===== config.mk =====
export PLATFORM = sky130hd
export DESIGN_NAME = uart_transmitter
export DESIGN_NICKNAME = d
export VERILOG_FILES = /design/src/rtl/uart_transmitter.sv
export SDC_FILE = /design/constraint.sdc
export NUM_CORES = 1
export LEC_CHECK = 0
export ABC_AREA = 1
export CAP_MARGIN = 40
export CORE_ASPECT_RATIO = 0.9
export CORE_MARGIN = 3
export CORE_UTILIZATION = 59
export DETAILED_ROUTE_END_ITERATION = 7
export GPL_TIMING_DRIVEN = 0
export MAX_ROUTING_LAYER = met4
export PLACE_DENSITY_LB_ADDON = 0.25
export SLEW_MARGIN = 20
export SYNTH_ARGS = -nofsm -noshare
export SYNTH_HDL_FRONTEND = slang
export SYNTH_SLANG_ARGS = --single-unit

===== constraint.sdc =====
create_clock -name i_clock -period 2.6 [get_ports i_clock]
set_input_delay 0.39 -clock i_clock [delete_from_list [all_inputs] [get_ports i_clock]]
set_output_delay 0.39 -clock i_clock [all_outputs]
set_load 0.02 [all_outputs]

===== src/rtl/uart_transmitter.sv =====
// UART transmit path: one byte per valid/ready handshake, serialised as start, LSB-first data, stop.
// Optional parity bit between data and stop when UART_TX_PARITY_EN is defined.
module uart_transmitter #(
    parameter int CLKS_PER_BIT = 434,
    parameter int DATA_BITS    = 8,
    parameter int PARITY_ODD   = 0
) (
    input  logic                 i_clock,
    input  logic                 i_resetL,
    input  logic                 i_valid,
    input  logic [DATA_BITS-1:0] i_data,
    output logic                 o_ready,
    output logic                 o_TX,
    output logic                 o_busy,
    output logic                 o_done
);

    localparam int CNT_W = (CLKS_PER_BIT > 1) ? $clog2(CLKS_PER_BIT) : 1;
    localparam int IDX_W = $clog2(DATA_BITS);
    localparam logic [CNT_W-1:0] CNT_LAST = CNT_W'(CLKS_PER_BIT - 1);
    localparam logic [IDX_W-1:0] IDX_LAST = IDX_W'(DATA_BITS - 1);

`ifdef UART_TX_PARITY_EN
    typedef enum logic [2:0] {
        IDLE   = 3'd0,
        START  = 3'd1,
        DATA   = 3'd2,
        STOP   = 3'd3,
        PARITY = 3'd4
    } state_t;
`else
    typedef enum logic [1:0] {
        IDLE  = 2'd0,
        START = 2'd1,
        DATA  = 2'd2,
        STOP  = 2'd3
    } state_t;
`endif

    // Even parity over the data bits, inverted for odd parity.
    function automatic logic parity_of(input logic [DATA_BITS-1:0] data);
        return (^data) ^ (PARITY_ODD != 0);
    endfunction

    state_t               state_q, state_d;
    logic [CNT_W-1:0]     cnt_q, cnt_d;
    logic [IDX_W-1:0]     idx_q, idx_d;
    logic [DATA_BITS-1:0] shift_q, shift_d;
    logic                 tx_q, tx_d;
    logic                 done_q, done_d;
    logic                 bit_end_s;
`ifdef UART_TX_PARITY_EN
    logic                 par_q, par_d;
`endif

    assign bit_end_s = (cnt_q == CNT_LAST);

    // State and datapath registers; reset drives the line to mark immediately.
    always_ff @(posedge i_clock or negedge i_resetL) begin
        if (!i_resetL) begin
            state_q <= IDLE;
            cnt_q   <= '0;
            idx_q   <= '0;
            shift_q <= '0;
            tx_q    <= 1'b1;
            done_q  <= 1'b0;
`ifdef UART_TX_PARITY_EN
            par_q   <= 1'b0;
`endif
        end else begin
            state_q <= state_d;
            cnt_q   <= cnt_d;
            idx_q   <= idx_d;
            shift_q <= shift_d;
            tx_q    <= tx_d;
            done_q  <= done_d;
`ifdef UART_TX_PARITY_EN
            par_q   <= par_d;
`endif
        end
    end

    // Next-state, baud/bit counting and the registered line value.
    always_comb begin
        state_d = state_q;
        cnt_d   = cnt_q;
        idx_d   = idx_q;
        shift_d = shift_q;
        tx_d    = tx_q;
        done_d  = 1'b0;
`ifdef UART_TX_PARITY_EN
        par_d   = par_q;
`endif
        case (state_q)
            IDLE: begin
                cnt_d = '0;
                if (i_valid) begin
                    state_d = START;
                    shift_d = i_data;
                    idx_d   = '0;
                    tx_d    = 1'b0;
`ifdef UART_TX_PARITY_EN
                    par_d   = parity_of(i_data);
`endif
                end else begin
                    tx_d = 1'b1;
                end
            end
            START: begin
                if (bit_end_s) begin
                    state_d = DATA;
                    cnt_d   = '0;
                    idx_d   = '0;
                    tx_d    = shift_q[0];
                end else begin
                    cnt_d = cnt_q + CNT_W'(1);
                end
            end
            DATA: begin
                if (bit_end_s) begin
                    cnt_d = '0;
                    if (idx_q == IDX_LAST) begin
`ifdef UART_TX_PARITY_EN
                        state_d = PARITY;
                        tx_d    = par_q;
`else
                        state_d = STOP;
                        tx_d    = 1'b1;
`endif
                    end else begin
                        shift_d = {1'b0, shift_q[DATA_BITS-1:1]};
                        idx_d   = idx_q + IDX_W'(1);
                        tx_d    = shift_q[1];
                    end
                end else begin
                    cnt_d = cnt_q + CNT_W'(1);
                end
            end
`ifdef UART_TX_PARITY_EN
            PARITY: begin
                if (bit_end_s) begin
                    state_d = STOP;
                    cnt_d   = '0;
                    tx_d    = 1'b1;
                end else begin
                    cnt_d = cnt_q + CNT_W'(1);
                end
            end
`endif
            STOP: begin
                tx_d = 1'b1;
                if (bit_end_s) begin
                    state_d = IDLE;
                    cnt_d   = '0;
                    done_d  = 1'b1;
                end else begin
                    cnt_d = cnt_q + CNT_W'(1);
                end
            end
            default: begin
                // Unused encodings recover to an idle, marking line.
                state_d = IDLE;
                cnt_d   = '0;
                idx_d   = '0;
                tx_d    = 1'b1;
            end
        endcase
    end

    assign o_TX    = tx_q;
    assign o_done  = done_q;
    assign o_ready = (state_q == IDLE);
    assign o_busy  = (state_q != IDLE);

endmodule


After elaboration in Yosys (flattened, before gate mapping). Index checks and enable logic that the tools add are counted. W data, S select, Z words.

Bits in registers: 24. Input bits: 11. Output and inout bits: 4. Logic and storage cells: 52.

Add/sub/neg operators: 2. Equality and inequality tests: 11. Multiplexer cells: 24. Reductions and logical operators: 9.

Operator list (number): $mux W8 (3); $pmux W9 S2 (1); $pmux W8 S2 (1); $mux W3 (4); $ne A2 B2 Y1 const B (6); $mux W2 (5); $reduce_and A5 Y1 (2); $add A9 B1 Y9 const B (1); $eq A9 B9 Y1 const B (1); $mux W9 (1); $pmux W3 S3 (1); $pmux W2 S4 (1); $mux W1 (6); $eq A2 B2 Y1 const B (2); $pmux W1 S4 (1); $reduce_and A4 Y1 (1); $reduce_bool A2 Y1 (2); $add A3 B1 Y3 const B (1); $eq A3 B3 Y1 const B (1); $reduce_bool A3 Y1 (1); $reduce_or A3 Y1 (1); $eq A2 B1 Y1 const B (1); $logic_not A2 Y1 (1); $reduce_and A2 Y1 (1).

Depth between registers and ports, before layout.
Depth in word-level cells: 4. Depth in mapped cells: 10. Mapped depth without buffers: 9.

Least setup slack after synthesis. OpenSTA, ideal clock, no wires.

Path type: register to register. Start: register state_q[0]. End: register shift_q[1]. Setup time: 0.122 ns. Arrival time: 1.598 ns. Required time: 2.478 ns. Setup slack: 0.881 ns. Cell stages (with the launch flop): 9. Buffers on the path: 1. Period minus slack after synthesis: 1.719 ns. Cell sequence: dfrtp_1 -> inv_1 -> ha_1 -> inv_1 -> o21bai_1 -> nand3_4 -> buf_6 -> nand2_1 -> o21ai_2.

Word-level cells in the longest chain between the ends: 3.

Ends and longest elaborated chain: from (decl) (RTL line 45) `state_t state_q, state_d;`; from (signal assigned) (RTL line 71) `state_q <= state_d;`; $logic_not A2 Y1 *; net o_ready (RTL line 12) `output logic o_ready,`; $ne A2 B2 Y1 (no line) / $reduce_bool A2 Y1 (equally long branches); $reduce_and A4 Y1 (no line); to (signal assigned) (RTL line 74) `shift_q <= shift_d;`; to (decl) (RTL line 48) `logic [DATA_BITS-1:0] shift_q, shift_d;`.

The timed path passes the listed nets; every way through them passes the cells marked *. A chain may end at the register's enable or synchronous reset.

Worst setup path after layout.
Start: register state_q[0]. End: output o_busy.

Word-level cells in the longest chain between the ends: 1.

Ends and longest elaborated chain: $reduce_bool A2 Y1 (RTL line 173) `assign o_busy = (state_q != IDLE);`; to (decl) (RTL line 14) `output logic o_busy,`.

No other way between the ends.

==> metrics.md <==
| Metric | Value |
|---|---|
| Result of the run | complete, no violations |
| Die width | 56.12 um |
| Slew Viols, Final | 0 |
| Detailed Place HPWL | 1881 um |
| Clock Skews | 0.008559 ns |
| Root Driver | clkbuf_4 |
| P&R area growth vs syn | 17.92% |
| Max-Cap Viols | 0 |
| Worst setup EP type | output pin |
| Yosys warns | 0 |
| N_diodes | 0 |
| Core region area | 2027 sq um |
| Main area contributors after synthesis | dfrtp_1, nand2_1, ha_1 |
| Fillers | 134 |
| Synthesized instance count | 146 |
| Die Ht | 51.11 um |
| Congestion Overflow GR | 0 |
| Final Power | 1.752 mW |
| Largest net degree at the start of global routing | 18 |
| Crit Path Max Fanout | 4 |
| Total die area | 2868 sq um |
| Critical path arrival | 1.83 ns |
| Synth Flop Type | dfrtp_1 |
| Placed cell count | 186 |
| Number of setup buffers added after CTS | 0 |
| Final #Nets | 186 |
| Top-count cell post-synth | nand2_1 |
| Synthesis-stage register bit count | 24 |
| Global-route wire length before repair | 4257 um |
| Max Fclk | 451.3 MHz |
| Clock sink count | 24 |
| Core Rows | 15 |
| First-pass iteration count of the detailed router | 6 |
| DR iter-0 viols | 25 |
| Asr flop ratio synth | 100.0% |
| Reg clk slew, reported paths | 0.14 ns |
| Placed Area | 1520 sq um |
| Avg Synthesized Cell Area | 9.135 sq um |
| PortBufs | 14 |
| Max_slew headroom | 74.54% |
| Post-synth EDFFs | 0 |
| Vias per inst | 5.347 |
| Routability Congestion | 0.7641 |
| CP Class | reg2out |
| Leak pwr | 0.7952 nW |
| Final hold slack | 0.3243 ns |
| TritonCTS clock tree | done |
| # setup viols final | 0 |
| Routed Wire Length | 2448 um |
| CTS buffer count | 3 |
| DRC | 0 |
| Avg WL per Cell | 12.88 um |
| Vias in the first global route | 965 |
| Initial antenna violation count | 0 |
| Clock latency on the worst-skew pair | 0.33 ns |
| RSZ-0062 raised after global routing | false |
| DRT antenna net count | 0 |
| Final setup TNS | 0 ns |
| Post-Layout Cell Count | 190 |
| Sequential area share after synthesis | 45.12% |
| Initial Util | 65.80% |
| Cell taking the most area after synthesis | dfrtp_1 |
| PD cells | 1114 nW/um^2 |
| CP startpoint kind | flip-flop |
| Post-cts resize count | 0 |
| # IOs | 15 |
| Min Tclk post-route | 2.216 ns |
| Worst Tran Pin Value | 0.3808 ns |
| Area of the mapped netlist | 1334 sq um |
| Vias | 1016 |
| Final hold vios | 0 |
| Hold_buf cts | 0 |
| Share of cells above drive strength 1 | 15.76% |
| Finished layout cell area | 1573 sq um |
| Tot GR Track Use | 20.45% |
| Post-synth top cells | nand2_1, dfrtp_1, inv_1, nor2_1, nand3_1 |
| Netlist cell types | 28 |
| H-tree level count | 1 |
| CP Data Required Time | 2.21 ns |
| HP Class | in2async |
| Share of the synthesized area in the top cell type | 43.15% |
| Mapped Nets | 166 |
| Maximum clock path buffer count | 2 |
| Worst VDD drop | 835.3 uV |
| Tcrit/Tclk final | 85.22% |
## path summary, 6_finish.rpt
check / depth (start not counted) / to / slack (ns) / from
setup / recovery: 4 / o_busy / 0.38 / state_q[0]$_DFFE_PN0P_
hold / removal: 1 / cnt_q[7]$_DFF_PN0_ / 0.32 / i_resetL
setup reg to reg: 7 / o_TX$_DFFE_PN1P_ / 0.78 / state_q[0]$_DFFE_PN0P_
hold reg to reg: 2 / o_TX$_DFFE_PN1P_ / 0.49 / o_TX$_DFFE_PN1P_
max in group asynchronous: 2 / shift_q[6]$_DFFE_PN0P_ / 1.83 / i_resetL
min in group i_clock: 2 / o_TX$_DFFE_PN1P_ / 0.49 / o_TX$_DFFE_PN1P_
## sequential cells by signal (all words and copies together), names as in the netlist
signal   cells
o_TX         1
shift_q      8
state_q      2
cnt_q        9
idx_q        3
o_done       1
## cell families (layout without fill, tap and decap cells)
family	count (synthesis)	count (layout)	synth area share [%]
and+or+nand+nor	73	73	25.61
xor gates and xnor gates	2	2	1.314
buffers and inverters	16	35	5.159
muxes	6	6	4.503
adders and majority gates	9	9	8.443
AOI/OAI and AO/OA	16	16	9.851
DFF	24	24	45.12
## metal layers
layer | track usage [%] | part of all wire [%]
met1 | 23.18 | 45
met2 | 33.66 | 49
met3 | 5.808 | 3.7
met4 | 9.881 | 2.0
met5 | - | 0
## cell usage in the layout, fill, tap and decap left out
master,instances
nand2_1,36
dfrtp_1,23
clkdlybuf4s50_1,14
inv_1,13
nor2_1,13
nand3_1,11
ha_1,9
o21ai_2,8
mux2i_1,6
a21oi_1,4
clkbuf_4,3
nand2_2,2
nor2_2,2
nor3_1,2
nor3b_1,2
nor2_4,1
nand2_4,1
xor2_1,1
xnor2_1,1
buf_2,1
inv_2,1
o21bai_1,1
nand3_4,1
buf_6,1
a21boi_0,1
or2_2,1
a21boi_4,1
nand4_1,1
o211ai_1,1
bufinv_16,1
dfstp_2,1
buf_8,1
## power breakdown
part	switching [mW]	internal, mW	total [mW]	leakage, nW
logic	0.527	0.367	0.895	0.455
clock network	0.119	0.156	0.275	0.0279
registers	0.0825	0.500	0.583	0.312
total	0.729	1.02	1.75	0.795
## cell type report
cell class,instances,area [sq um],area share (%)
clock buffer,3,22.52,1.432
sequential,24,601.8,38.27
clock inverter,1,30.03,1.909
buffer,2,16.27,1.034
inverter,14,52.55,3.341
tap,25,31.28,1.989
timing repair buffer,15,155.1,9.865
multi-input combinational,106,663.1,42.16
## worst max-delay path: stages, from the launching register on
cell and delay, ns:
dfrtp_1 0.44, inv_1 0.11, ha_1 0.25, inv_1 0.10
clkdlybuf4s50_1 0.60
## stage by stage
stage	utilization, %	setup slack, ns
2_1_floorplan	-	0.8807
3_3_place_gp	74.26	0.8463
3_5_place_dp	75.00	0.7973
4_1_cts	77.59	0.4004
5_1_grt	77.59	0.3032
6_report	77.59	0.3842
Note: power is estimated with default switching activity, not from simulation.
